==> src/rtl/tone_sequencer.sv <==
// tone_sequencer
//   Plays a short melody by sequencing the maxcount input of the speaker
//   clock divider. A writable note table holds {tone maxcount, duration in
//   ticks}. A start plays the first len entries in order, optionally
//   looping. maxcount is 0 (silence) whenever the block is idle.
//
//   Optional build macro: NOTE_GAP_EN
//     Defined: GAP_TICKS silent ticks follow every note.
//     Undefined: notes run back-to-back with only the one-cycle LOAD
//     between them.
//
// Ports
//   clk, rst_n    system clock, asynchronous active-low reset
//   start         level; starts playback from entry 0 when idle
//   stop          aborts playback; wins over start
//   loop          sampled at the end of the last note; 1 restarts at entry 0
//   len           entries to play (0..DEPTH); latched when start is accepted
//   wr_en/wr_addr/wr_maxcount/wr_dur   note-table write port
//   maxcount      registered tone value to the divider (0 = silence)
//   busy          high in any non-IDLE state
//   note_idx      entry currently loaded or playing
//   done          one-cycle pulse when a non-looping sequence completes
module tone_sequencer #(
    parameter int DEPTH     = 16,
    parameter int DUR_W     = 12,
    parameter int CLK_HZ    = 100_000_000,
    parameter int TICK_HZ   = 1000,
    parameter int GAP_TICKS = 20,
    localparam int ADDR_W   = $clog2(DEPTH)
) (
    input  logic              clk,
    input  logic              rst_n,
    input  logic              start,
    input  logic              stop,
    input  logic              loop,
    input  logic [ADDR_W:0]   len,
    input  logic              wr_en,
    input  logic [ADDR_W-1:0] wr_addr,
    input  logic [15:0]       wr_maxcount,
    input  logic [DUR_W-1:0]  wr_dur,
    output logic [15:0]       maxcount,
    output logic              busy,
    output logic [ADDR_W-1:0] note_idx,
    output logic              done
);

    localparam int DIV = CLK_HZ / TICK_HZ;
    localparam int PW  = (DIV > 1) ? $clog2(DIV) : 1;
    localparam logic [PW-1:0] PRESC_MAX = PW'(DIV - 1);

    localparam logic [1:0] IDLE = 2'd0;
    localparam logic [1:0] LOAD = 2'd1;
    localparam logic [1:0] PLAY = 2'd2;
`ifdef NOTE_GAP_EN
    localparam logic [1:0] GAP  = 2'd3;
`endif

    typedef struct packed {
        logic [15:0]      tone;
        logic [DUR_W-1:0] dur;
    } note_t;

    note_t             tbl [DEPTH];
    note_t             cur;
    logic [1:0]        state;
    logic [PW-1:0]     presc;
    logic [DUR_W-1:0]  dur_cnt;
    logic [ADDR_W:0]   len_q;
    logic              tick;
    logic              last;
    logic [1:0]        adv_state;
    logic [ADDR_W-1:0] adv_idx;
    logic              adv_done;

    // Table is flop-based so reset can clear every entry. LOAD reads the
    // current register value, so a same-cycle write to the loaded address
    // is seen only on a later pass.
    always_ff @(posedge clk or negedge rst_n) begin
        if (!rst_n) begin
            for (int i = 0; i < DEPTH; i++) tbl[i] <= '0;
        end else if (wr_en) begin
            tbl[wr_addr] <= '{tone: wr_maxcount, dur: wr_dur};
        end
    end

    assign cur  = tbl[note_idx];
    assign busy = (state != IDLE);
    assign tick = (presc == PRESC_MAX);
    assign last = ({1'b0, note_idx} == (len_q - (ADDR_W+1)'(1)));

    // Where to go once a note (or its trailing gap) has finished.
    always_comb begin
        adv_state = LOAD;
        adv_idx   = note_idx + ADDR_W'(1);
        adv_done  = 1'b0;
        if (last) begin
            adv_idx = '0;
            if (!loop) begin
                adv_state = IDLE;
                adv_done  = 1'b1;
            end
        end
    end

    always_ff @(posedge clk or negedge rst_n) begin
        if (!rst_n) begin
            state    <= IDLE;
            maxcount <= '0;
            note_idx <= '0;
            done     <= 1'b0;
            presc    <= '0;
            dur_cnt  <= '0;
            len_q    <= '0;
        end else begin
            done <= 1'b0;
            if (stop) begin
                state    <= IDLE;
                maxcount <= '0;
                note_idx <= '0;
                presc    <= '0;
                dur_cnt  <= '0;
            end else begin
                case (state)
                    IDLE: begin
                        maxcount <= '0;
                        presc    <= '0;
                        if (start && (len != '0)) begin
                            len_q    <= len;
                            note_idx <= '0;
                            state    <= LOAD;
                        end
                    end
                    LOAD: begin
                        // maxcount of the previous note is held through
                        // this cycle; the prescaler restarts so the first
                        // tick lands exactly DIV cycles from here.
                        maxcount <= cur.tone;
                        dur_cnt  <= (cur.dur == '0) ? DUR_W'(1) : cur.dur;
                        presc    <= '0;
                        state    <= PLAY;
                    end
                    PLAY: begin
                        presc <= tick ? '0 : presc + PW'(1);
                        if (tick) begin
                            if (dur_cnt == DUR_W'(1)) begin
`ifdef NOTE_GAP_EN
                                state    <= GAP;
                                maxcount <= '0;
                                dur_cnt  <= DUR_W'(GAP_TICKS);
`else
                                state    <= adv_state;
                                note_idx <= adv_idx;
                                done     <= adv_done;
                                if (adv_done) maxcount <= '0;
`endif
                            end else begin
                                dur_cnt <= dur_cnt - DUR_W'(1);
                            end
                        end
                    end
`ifdef NOTE_GAP_EN
                    GAP: begin
                        maxcount <= '0;
                        presc    <= tick ? '0 : presc + PW'(1);
                        if (tick) begin
                            if (dur_cnt <= DUR_W'(1)) begin
                                state    <= adv_state;
                                note_idx <= adv_idx;
                                done     <= adv_done;
                            end else begin
                                dur_cnt <= dur_cnt - DUR_W'(1);
                            end
                        end
                    end
`endif
                    default: state <= IDLE;
                endcase
            end
        end
    end

endmodule

==> config.mk <==
export PLATFORM = sky130hd
export DESIGN_NAME = tone_sequencer
export DESIGN_NICKNAME = d
export VERILOG_FILES = /design/src/rtl/tone_sequencer.sv
export SDC_FILE = /design/constraint.sdc
export NUM_CORES = 1
export LEC_CHECK = 0
export ABC_AREA = 1
export CAP_MARGIN = 15
export CORE_ASPECT_RATIO = 1.75
export CORE_MARGIN = 1
export CORE_UTILIZATION = 40
export DETAILED_ROUTE_END_ITERATION = 16
export PLACE_DENSITY = 0.64
export SYNTH_ARGS = -nofsm -noshare
export SYNTH_HDL_FRONTEND = slang
export SYNTH_SLANG_ARGS = --single-unit
==> constraint.sdc <==
create_clock -name clk -period 5.6 [get_ports clk]
set_clock_uncertainty 0.05 [all_clocks]
set_input_delay 0.84 -clock clk [delete_from_list [all_inputs] [get_ports clk]]
set_output_delay 0.84 -clock clk [all_outputs]
set_load 0.05 [all_outputs]
==> results of run 1 <==
cells in the mapped netlist (all sizes together):
| master | count | share of area [%] |
|---|---|---|
| a22o | 1 | 0.037 |
| nor2 | 236 | 3.8 |
| nor3b | 1 | 0.032 |
| a21oi | 175 | 3.7 |
| a211oi | 2 | 0.064 |
| buf | 98 | 2.5 |
| o221ai | 4 | 0.15 |
| or2 | 11 | 0.29 |
| xnor2 | 2 | 0.074 |
| nor3 | 9 | 0.19 |
| nand2 | 659 | 10 |
| inv | 257 | 4.1 |
| o21ai | 554 | 12 |
| clkbuf | 124 | 2.0 |
| nand4 | 7 | 0.19 |
| o21a | 2 | 0.064 |
| o211ai | 65 | 2.1 |
| xor2 | 7 | 0.26 |
| o22ai | 17 | 0.45 |
| ha | 5 | 0.26 |
| nand3 | 181 | 3.9 |
| dfrtp | 505 | 53 |
| nand3b | 1 | 0.032 |
| nor4 | 4 | 0.16 |
state kept, by name (all words and copies together), names as in the netlist:
signal / cells
presc: 17
tbl: 448
len_q: 5
done: 1
note_idx: 4
dur_cnt: 12
state: 2
maxcount: 16
worst paths after layout:
path,slack (ns),startpoint,to,cells after the start
hold / removal,0.28,rst_n,tbl[305],1
min in group clk,0.42,maxcount[5],maxcount[5],2
max in group asynchronous,3.80,rst_n,tbl[146],2
setup reg to reg,2.30,note_idx[0],dur_cnt[0],15
setup / recovery,2.30,note_idx[0],dur_cnt[0],15
hold reg to reg,0.42,maxcount[5],maxcount[5],2
power by group:
part	switching [W]	internal (W)	leakage (nW)
clock network	0.00140	0.00179	0.754
logic	0.00116	0.000627	4.80
registers	0.000356	0.00440	6.24
layout make-up:
cell class | instances | share of cell area, %
Clock inverter | 14 | 0.455
Sequential cell | 505 | 48.4
Inverter | 257 | 3.70
Clock buffer | 67 | 5.36
Timing Repair Buffer | 96 | 3.68
Tap cell | 773 | 3.70
Multi-Input combinational cell | 1943 | 34.7
critical path: stages (launching register included):
cell and delay [ns]:
dfrtp_4 0.73, inv_4 0.69, buf_4 0.45, nor2_1 0.07, nor2_1 0.10, o21ai_0 0.11, nand3_1 0.11, nand3_1 0.09
nand2_1 0.29, inv_1 0.07, nand2_1 0.07, nor2_1 0.04, nand2_1 0.06, nand2_1 0.07, nand2_1 0.06, nand2_1 0.04
routing by layer:
metal / share of wire [%] / track usage [%] / wire length (microns)
met1: 38 / 27.5 / 26600
met2: 51 / 41.7 / 34900
met3: 4.6 / 2.08 / 3210
met4: 6.4 / 15.4 / 4440
met5: 0 / 0 / 0
through the flow:
| stage | worst slack, ns | util [%] |
|---|---|---|
| global route | 2.13 | 44.8 |
| finish | 2.30 | 44.8 |
| floorplan | 3.54 | - |
| global placement | 2.22 | 42.2 |
| CTS | 2.32 | 44.8 |
| detailed placement | 2.15 | 42.2 |
logic make-up (layout without fill, tap and decap cells):
family | count (synthesis) | after routing | share of synthesized area, %
and+or+nand+nor | 1109 | 1109 | 19.1
AOI/OAI and AO/OA | 820 | 820 | 18.3
DFF | 505 | 505 | 53.5
buffers and inverters | 479 | 434 | 8.55
xor gates and xnor gates | 9 | 9 | 0.334
adders and majority gates | 5 | 5 | 0.265
==> impl_metrics.json, run 1 <==
{
  "mostFrequentLayoutCells": "nand2_1, o21ai_0, dfrtp_1",
  "cts_root_buf": "clkbuf_16",
  "tritoncts": "done",
  "crit_fanout": 67,
  "fill_cells": 5864,
  "nNetsFinal": 2897,
  "antenna_cells": 0,
  "cts_resized": 0,
  "finalPower_w": 0.00973,
  "drtAntennaViolNets": 0,
  "grt_use_total_pct": 23.7,
  "drv_cap": 0,
  "drcViolationCount": 0,
  "maxSlewHeadroom_pct": 24.2,
  "grt_overflow": 0,
  "cts_buffers": 46,
  "cp-start-kind": "flip-flop",
  "rsz0062_at_grt": "false",
  "hold_ws_ns": 0.282,
  "pin_count": 65,
  "seq_area_sq_mm": 0.0126,
  "ys_types": 36,
  "insertion_delay_ns": 0.56,
  "syn_inst": 2927,
  "core_sq_mm": 0.0583,
  "ys_warn_count": 0,
  "p_per_area_mw_per_mm2": 373,
  "dieArea_sq_mm": 0.0601,
  "finalWeightedCongestion": 0.834,
  "slew_viol_final": 0,
  "endpoint_kind": "flip-flop",
  "multi_input_area_sq_mm": 0.00906,
  "worstPathArrival_ns": 3.69,
  "final_common_cell": "nand2_1",
  "cellLeakagePower_nw": 11.8,
  "cp.required_ns": 5.99,
  "drive_gt1_share_pct": 5.34,
  "synth_area_per_cell_sq_um": 8.07,
  "hold_path_class": "in2async",
  "mappedNetlistArea_sq_mm": 0.0236,
  "layout_min_cycle_time_ns": 3.30,
  "synth_fp_nets": 2975,
  "syn_to_final_growth_pct": 10.5,
  "die_h_microns": 324,
  "dieWidth_microns": 186,
  "final_cell_count_no_fill": 3655,
  "grt_pass1_vias": 19800,
  "placed_cells": 3574,
  "grt_max_degree": 209,
  "yosysSeqAreaShare_pct": 53.5,
  "dr.pass1.iters": 5,
  "cts.sinks": 505,
  "start_util_pct": 40.6,
  "vias": 19800,
  "hold_viol": 0,
  "holdBufCountCts": 0,
  "via_per_inst": 5.42,
  "clkTransAtPathRegs_ns": 0.07,
  "antenna_found_initial": 3,
  "drtIter0Drc": 1602,
  "vdd.ir_drop.worst_mv": 0.261,
  "cts_buffer_depth": 3,
  "max_freq_ghz": 0.303,
  "cts_setup_buffers": 0,
  "outcome": "finished clean",
  "setup.worst_path.class": "reg2reg",
  "setup_tns_ns": 0,
  "worst_pin_slew_ns": 1.14,
  "setup_violations": 0,
  "stdcell_area_sq_mm": 0.0261,
  "fin_crit_sh_pct": 58.9,
  "htreeDepth": 2,
  "place_area_sq_mm": 0.0246,
  "wl_microns": 69100,
  "numPortBuffers": 64,
  "ys_seq_elements": 505,
  "hpwl_microns": 41900,
  "placementRows": 117,
  "grt_pass1_wl_microns": 110000,
  "wl_per_cell_microns": 18.9
}
(Power assumes the default switching activity.)
==> run 2, diff against run 1 <==
==> constraint.sdc (replaced) <==
create_clock -name clk -period 3.5 [get_ports clk]
set_clock_uncertainty 0.05 [all_clocks]
set_input_delay 0.525 -clock clk [delete_from_list [all_inputs] [get_ports clk]]
set_output_delay 0.525 -clock clk [all_outputs]
set_load 0.05 [all_outputs]
==> run 2 against run 1 <==
Non-clock buffer count increased by 36. Utilization increased by 1.0 points. Largest power group unchanged. Combinational power increased by 62%. Highest routed layer unchanged. Critical path depth decreased by 13. Final area increased by 2.2%. Critical endpoint is now note_idx[1].
==> impl_metrics.json, run 2 (same netlist as run 1, synthesis figures left out) <==
{
  "cp-start-kind": "flip-flop",
  "drive_gt1_share_pct": 6.66,
  "pin_count": 65,
  "rsz0062_at_grt": "false",
  "hold_start": "maxcount[8]",
  "fill_cells": 5785,
  "cts_setup_buffers": 0,
  "setup.worst_path.class": "reg2out",
  "antenna_cells": 0,
  "placementRows": 117,
  "syn_to_final_growth_pct": 13.0,
  "r2r-start": "note_idx[0]",
  "grt_overflow": 0,
  "dr_wl_met2_microns": 35700,
  "via_per_inst": 5.34,
  "worst_pin_slew_ns": 0.709,
  "die_h_microns": 324,
  "reg_top3": "tbl: 448 flops, presc: 17 flops, maxcount: 16 flops",
  "drtIter0Drc": 1648,
  "start_util_pct": 40.6,
  "cts_buffer_depth": 3,
  "cellLeakagePower_nw": 12.1,
  "tritoncts": "done",
  "outcome": "finished clean",
  "numPortBuffers": 64,
  "drv_cap": 0,
  "insertion_delay_ns": 0.58,
  "max_freq_ghz": 0.330,
  "p_per_area_mw_per_mm2": 604,
  "endpoint_kind": "output port",
  "routed.top_layer": "met4",
  "vias": 19800,
  "wl_per_cell_microns": 18.9,
  "mostFrequentLayoutCells": "nand2_1, o21ai_0, dfrtp_1",
  "regMostFlops": "tbl",
  "antenna_found_initial": 0,
  "crit_fanout": 52,
  "wl_microns": 69900,
  "nNetsFinal": 2936,
  "setup_tns_ns": 0,
  "grt_pass1_vias": 20000,
  "cts_root_buf": "clkbuf_16",
  "grt_use_total_pct": 24.2,
  "wl_met3_microns": 2790,
  "finalPower_w": 0.0161,
  "clkTransAtPathRegs_ns": 0.06,
  "hold_viol": 0,
  "hold_path_class": "reg2reg",
  "met1_length_microns": 26500,
  "dr.pass1.iters": 8,
  "worstPathArrival_ns": 2.46,
  "hpwl_microns": 45200,
  "maxSlewHeadroom_pct": 52.7,
  "grt_max_degree": 113,
  "cts.sinks": 505,
  "final_common_cell": "nand2_1",
  "cp-startpoint": "note_idx[1]",
  "drcViolationCount": 0,
  "finalWeightedCongestion": 0.848,
  "setup_violations": 0,
  "layout_min_cycle_time_ns": 3.03,
  "htreeDepth": 2,
  "fin_crit_sh_pct": 86.6,
  "vdd.ir_drop.worst_mv": 0.381,
  "grt_pass1_wl_microns": 112000,
  "dieWidth_microns": 186,
  "largest_register_ff_count": 448,
  "cp.required_ns": 2.92,
  "cts_buffers": 49,
  "slew_viol_final": 0,
  "drtAntennaViolNets": 0,
  "core_sq_mm": 0.0583,
  "dieArea_sq_mm": 0.0601,
  "finalCoreUtilization_pct": 45.8
}
-- run 2: where the power goes --
group	switching [W]	internal (W)	leakage, nW
Sequential	0.000558	0.00705	6.24
Combinational	0.00187	0.00103	5.03
Clock	0.00236	0.00326	0.842
Total	0.00478	0.0113	12.1
-- run 2: final timing paths --
check / to / slack (ns) / depth (start not counted)
max in group asynchronous: note_idx[1] / 1.80 / 4
setup reg to reg: dur_cnt[0] / 1.07 / 15
setup / recovery: note_idx[1] / 0.47 / 2
hold / removal: maxcount[8] / 0.43 / 2
hold reg to reg: maxcount[8] / 0.43 / 2
min in group asynchronous: tbl[297] / 0.45 / 2
-- run 2: final cells by class --
class	instances	area, sq um	area share (%)
Sequential cell	505	12600	47.4
Tap cell	773	967	3.62
Timing Repair Buffer	132	1370	5.13
Inverter	257	967	3.62
Multi-Input combinational cell	1943	9060	33.9
Clock buffer	67	1400	5.26
Clock inverter	23	287	1.07
-- run 2: what timing repair did --
action / 4_1_cts / 5_1_grt
hold endpoints to repair: 71 / 0
endpoints found under the setup margin: 0 / 0
hold buffers: 1 / 0
resized for setup: 0 / 0
-- run 2: per-stage QoR --
stage               instance area [sq um]  cells  setup slack, ns  hold slack [ns]
global placement                    25000   3609            0.740            0.409
finish                              26700   3700            0.468            0.426
CTS                                 26700   3700            0.440            0.433
floorplan                           23600   2927             1.44            0.179
global route                        26700   3700            0.404            0.444
detailed placement                  25000   3609            0.720            0.416
-- run 2: worst max-delay path, cell delays in order (launching register included) --
cell             delay [ns]
dfrtp_4                0.44
buf_4                  0.51
clkdlybuf4s50_1        0.92
-- run 2: layer usage --
metal  up-vias  track usage (%)
met5         -                0
met4         0             15.7
met3       181             2.41
met2       555             43.1
met1      9580             27.3
li1       9448                -
==> run 3, diff against run 2 <==
--- a/config.mk
+++ b/config.mk
@@ -10,6 +10,7 @@
 export CORE_ASPECT_RATIO = 1.75
 export CORE_MARGIN = 1
 export CORE_UTILIZATION = 40
+export CTS_CLUSTER_DIAMETER = 80
 export DETAILED_ROUTE_END_ITERATION = 16
 export PLACE_DENSITY = 0.64
 export SYNTH_ARGS = -nofsm -noshare
==> results of run 3 <==
Same layout as run 2: the final DEF is identical, and so are final timing and power.
==> patch 1: new RTL, settings of run 2 <==
The option `NOTE_GAP_EN` is turned on by a define.
--- a/src/rtl/tone_sequencer.sv
+++ b/src/rtl/tone_sequencer.sv
@@ -21,4 +21,6 @@
 //   note_idx      entry currently loaded or playing
 //   done          one-cycle pulse when a non-looping sequence completes
+`define NOTE_GAP_EN
+
 module tone_sequencer #(
     parameter int DEPTH     = 16,
Formal check against the unedited RTL: same outputs for any inputs over 4 cycles, from zero or initial values and one cycle with rst_n low; that may be too few to reach the edited logic, so the function may still have changed.
==> patch 1 against run 2 <==
Setup slack better by 170 ps; critical path depth unchanged; cell area down 0.68%; total power up 4.1%; wire length up 1.2%; hold slack worse by 9.1 ps; combinational power up 28%; first-iteration DRC count up 2.7%; sequential cell count unchanged; die area about the same; synthesized cell count about the same; area after synthesis about the same.
==> patch 1: results (changes against run 2) <==
- Worst skew pair latency: 580 ps (about the same)
- First-pass GRT wire length: 110000 microns (-1.3%)
- Met1 usage in global routing: 0.262 (-0.0109)
- Setup Fix Bufs, Post-CTS: 0 (unchanged)
- CP max stage cell: clkdlybuf4s50_1
- Vias in the first global route: 19.5k (-2.3%)
- Clock buffer depth: 3 (unchanged)
- Mapped Cells: 2929 (+0.068%)
- Routability cong.: 0.885 (+4.4%)
- Logic pwr share: 0.221 (+0.041)
- Placement Setup Slack: 776 ps (+55.6 ps)
- Top Registers: tbl (448), presc (17), maxcount (16)
- Port buffer count: 64 (unchanged)
- Actual slew at the worst max-slew pin: 824 ps (+115 ps)
- Met2 WL post-DR: 37300 microns (+4.5%)
- Layout cells sized above 1: 0.0548 (-0.0119)
- First-pass detailed-route iteration total: 6 (-2)
- WL final: 70700 microns (+1.2%)
- CP delay by family, top: buffers and inverters
- Post-synth top cells: nand2_1, o21ai_0, dfrtp_1, nor2_1, inv_1
- Dpl cells: 3594 (-0.42%)
- Post-synthesis cell type count: 43 (+19%)
- Top post-synthesis cells by area: dfrtp_1, o21ai_0, nand2_1
- Avg Vias per Cell: 5.42 (+1.5%)
- Wl on met1: 25600 microns (-3.3%)
- Final hold vios: 0 (unchanged)
- Sequential-to-total area share from yosys stat: 0.535 (about the same)
- Layout Cells excl Fill: 3677 (-0.62%)
- Async SR Flop Fraction: 1.00 (unchanged)
- Post-DP Area: 24900 sq um (-0.31%)
- H-Tree Depth: 2 (unchanged)
- Initial antenna violation count: 1 (+1)
- Final nets: 2923 (-0.44%)
- Antenna cells: 0 (unchanged)
- Top routing layer in use: met4
- Worst Path Max Fanout: 84 (+62%)
- Routing usage on met3: 0.0209 (-0.00320)
- Internal Power: 11500 uW (+1.3%)
- Metal3 WL: 2900 microns (+3.8%)
- CP arrival: 2290 ps (-170 ps)
- Status: completed
- Detailed placement HPWL: 43000 microns (-4.8%)
- Maximum vdd drop: 0.349 mV (-8.3%)
- #FFs+latches synth: 505 (unchanged)
- Worst-path clk slew: 70 ps
- Cts bufs inserted: 46 (-6.1%)
- Initial DRC Count: 1692 (+2.7%)
- Hold crit path type: primary input to asynchronous set/reset pin
- Total track usage: 0.241 (-0.000835)
- Ys Warns: 0 (unchanged)
- Met2 track utilization from global routing: 0.441 (+0.0106)
- Post-synth net total: 2982 (+0.24%)
- Pleak: 0.0119 uW (-2.1%)
- Ys flop type: dfrtp_1
- Max incr delay on CP: 890 ps (-30 ps)
- Root buffer cell: clkbuf_16
- Largest net degree at the start of global routing: 100 (-12%)
[patch 1: changes by cell type in the layout (fill, tap and decap cells not counted), sizes merged, moves of 5 or more]
cell,delta
a31oi,+9
buf,-17
ha,+5
inv,-20
nand2,-29
nand3,-28
nor2,+32
o211ai,-20
o21ai,+58
o22ai,-5
[patch 1: power by group through the flow]
| stage | combinational [uW] | clock [uW] | sequential (uW) |
|---|---|---|---|
| 4_1_cts | 3730 | 5470 | 7690 |
| 6_report | 3710 | 5370 | 7710 |
| 3_5_place_dp | 3710 | 0 | 7790 |
| 5_1_grt | 4230 | 5690 | 7840 |
| 3_3_place_gp | 3600 | 0 | 7750 |
| 2_1_floorplan | 2560 | 0 | 7710 |
[patch 1: kinds of logic after synthesis]
group	after synthesis	synth area share
AOI/OAI and AO/OA	858	0.189
adders and majority gates	10	0.00530
DFF	505	0.535
and+or+nand+nor	1078	0.184
xor gates and xnor gates	14	0.00519
buffers and inverters	464	0.0814
[patch 1: area by class of cell]
class	instances	area [sq um]
inverters	242	911
multi-input cells	1960	9140
clock buffers	68	1390
fillers	5766	31700
clock inverters	14	201
repair buffers	115	1270
well taps	773	967
flip-flops and latches	505	12600
[patch 1: path summary, 6_finish.rpt]
check	start	end	slack, ps	cells after the start
max	note_idx[1]	note_idx[1]	640	2
max reg2reg	note_idx[0]	dur_cnt[0]	890	14
min	rst_n	tbl[194]	420	2
min reg2reg	presc[0]	presc[0]	420	1
max in group asynchronous	rst_n	note_idx[1]	1880	3
min in group clk	presc[0]	presc[0]	420	1
[patch 1: what timing repair did]
action	in CTS	in global routing
hold buffers	1	0
endpoints found under the hold margin	57	0
resized for setup	0	0
==> patch 2: new RTL, config.mk and constraints of run 2 <==
Without the edit above. Add an input register stage for `wr_maxcount`, without a reset; this delays it by one clock. The other inputs are not delayed to match.
--- a/src/rtl/tone_sequencer.sv
+++ b/src/rtl/tone_sequencer.sv
@@ -61,4 +61,10 @@
     } note_t;
 
+    logic [15:0] wr_maxcount_q;
+
+    always_ff @(posedge clk) begin
+        wr_maxcount_q <= wr_maxcount;
+    end
+
     note_t             tbl [DEPTH];
     note_t             cur;
@@ -80,5 +86,5 @@
             for (int i = 0; i < DEPTH; i++) tbl[i] <= '0;
         end else if (wr_en) begin
-            tbl[wr_addr] <= '{tone: wr_maxcount, dur: wr_dur};
+            tbl[wr_addr] <= '{tone: wr_maxcount_q, dur: wr_dur};
         end
     end
Function: changed (Yosys sat finds a counterexample within 4 cycles, from zero or initial values and one cycle with rst_n low).
==> patch 2 against run 2 <==
Area after synthesis increased by 0.37%; wire length is 0.23% lower; final cell count is 0.38% lower; total power rose by 2.8%; cell area is 0.92% higher; synthesized cell count down 0.31%; setup slack improved by 220 ps; count of clock-buffer cells in the layout is the same; global-route usage is 0.10 points lower; sequential power up 3.2%; combinational power hardly changed; sequential cell count increased by 16.
==> patch 2: results (changes against run 2) <==
- Status: completed
- Cts bufs inserted: 48 (-2.0%)
- Avg Vias per Cell: 5.38 (+0.69%)
- Worst Path Max Fanout: 78 (+50%)
- First-pass detailed-route iteration total: 5 (-3)
- Post-synthesis cell type count: 39 (+8.3%)
- Largest net degree at the start of global routing: 190 (+68%)
- Cts repair resizes: 0 (unchanged)
- Top Registers: tbl (448), presc (17)
- Root buffer cell: clkbuf_16
- Total track usage: 0.241 (-0.00101)
- Ys flop type: dfrtp_1
- Vias in the first global route: 19.9k (-0.16%)
- Worst R2R Setup Slack: 870 ps (-200 ps)
- Reg2Reg Depth: 14 (-1)
- Synthesized-area fraction occupied by adder cells: 0.00264 (-0.00000963)
- Worst-path clk slew: 70 ps
- Layout cells sized above 1: 0.0663 (-0.000344)
- CP arrival: 2240 ps (-220 ps)
- Final Power: 16600 uW (+2.8%)
- Hold Crit Endpoint: wr_maxcount_q[0]
- Maximum vdd drop: 0.336 mV (-12%)
- Sequential-to-total area share from yosys stat: 0.546 (+0.0116)
- First-pass GRT wire length: 111000 microns (-0.54%)
- Routability cong.: 0.885 (+4.3%)
- Hold Path Stages: 1 (-1)
- Clock buffer depth: 3 (unchanged)
- Post-synthesis mux area share: 0 (unchanged)
- P_clk: 5830 uW (+3.7%)
- FF-to-FF End: dur_cnt[0]
- Post-synth net total: 2966 (-0.30%)
- TritonCTS clock tree: built
- Final nets: 2923 (-0.44%)
- Detailed placement HPWL: 43700 microns (-3.2%)
- Xor and xnor area share after synthesis: 0.00332 (-0.0000121)
- Top post-synthesis cells by area: dfrtp_1, nand2_1, o21ai_0
- Actual slew at the worst max-slew pin: 933 ps (+225 ps)
- Worst hold start: wr_maxcount[0]
- Initial antenna violation count: 4 (+4)
- Async SR Flop Fraction: 0.969 (-0.0307)
- Pleak: 0.0122 uW (+0.47%)
- Placement Setup Slack: 658 ps (-62.0 ps)
- Seq pwr share: 0.473 (about the same)
- WL per Instance: 18.9 microns (+0.15%)
- Post-synth top cells: nand2_1, dfrtp_1, o21ai_0, inv_1, nor2_1
- Compound-Gate Fraction of Synth Area: 0.185 (+0.00282)
- Hold crit path type: primary input to flip-flop
- Post-DP Area: 25200 sq um (+0.66%)
- Sw power: 4820 uW (+0.76%)
- Initial DRC Count: 1582 (-4.0%)
-- patch 2: worst max-delay path by stage --
stage / start / end / slack, ps / cells past startpoint
final: note_idx[2] / note_idx[2] / 690 / 2
after global routing: note_idx[2] / note_idx[2] / 620 / 2
after CTS: note_idx[2] / note_idx[2] / 650 / 2
after detailed placement: wr_addr[3] / tbl[434] / 660 / 6
after global placement: wr_addr[3] / tbl[211] / 740 / 7
after floorplan: note_idx[1] / maxcount[10] / 1360 / 10
-- patch 2: area by class of cell --
cell class                      count  area [sq um]
Fill cell                        5625         31500
Sequential cell                   521         13000
Multi-Input combinational cell   1926          8990
Clock buffer                       67          1450
Timing Repair Buffer              128          1320
Tap cell                          773           967
Inverter                          250           941
Clock inverter                     20           323
Antenna cell                        1          2.50
-- patch 2: critical path, stage by stage, from the launching register on --
cell             delay, ps
dfrtp_2                390
buf_12                 380
clkdlybuf4s50_1        900
-- patch 2: per-stage QoR --
| step | instances | hold WS (ps) |
|---|---|---|
| 2_1_floorplan | 2918 | 179 |
| 3_3_place_gp | 3597 | 410 |
| 3_5_place_dp | 3597 | 416 |
| 4_1_cts | 3685 | 295 |
| 5_1_grt | 3686 | 321 |
| 6_report | 3686 | 322 |
-- patch 2: cells by family after synthesis --
logic type,after synthesis
xor+xnor,9
compound gates,836
fa+ha+maj,5
simple gates,1076
flops,521
buf+inv,471
-- patch 2: per-layer routing --
metal  vias to the layer above  wire [microns]  track usage
met5                         -               0            0
met2                       526           37100        0.444
met4                         0            4520        0.152
li1                       9452               -            -
met3                       177            2420       0.0212
met1                      9671           25700        0.262
-- patch 2: repair_timing --
item,CTS,global route
setup endpoints to repair,0,0
hold buffers,1,0
hold endpoints to repair,73,0
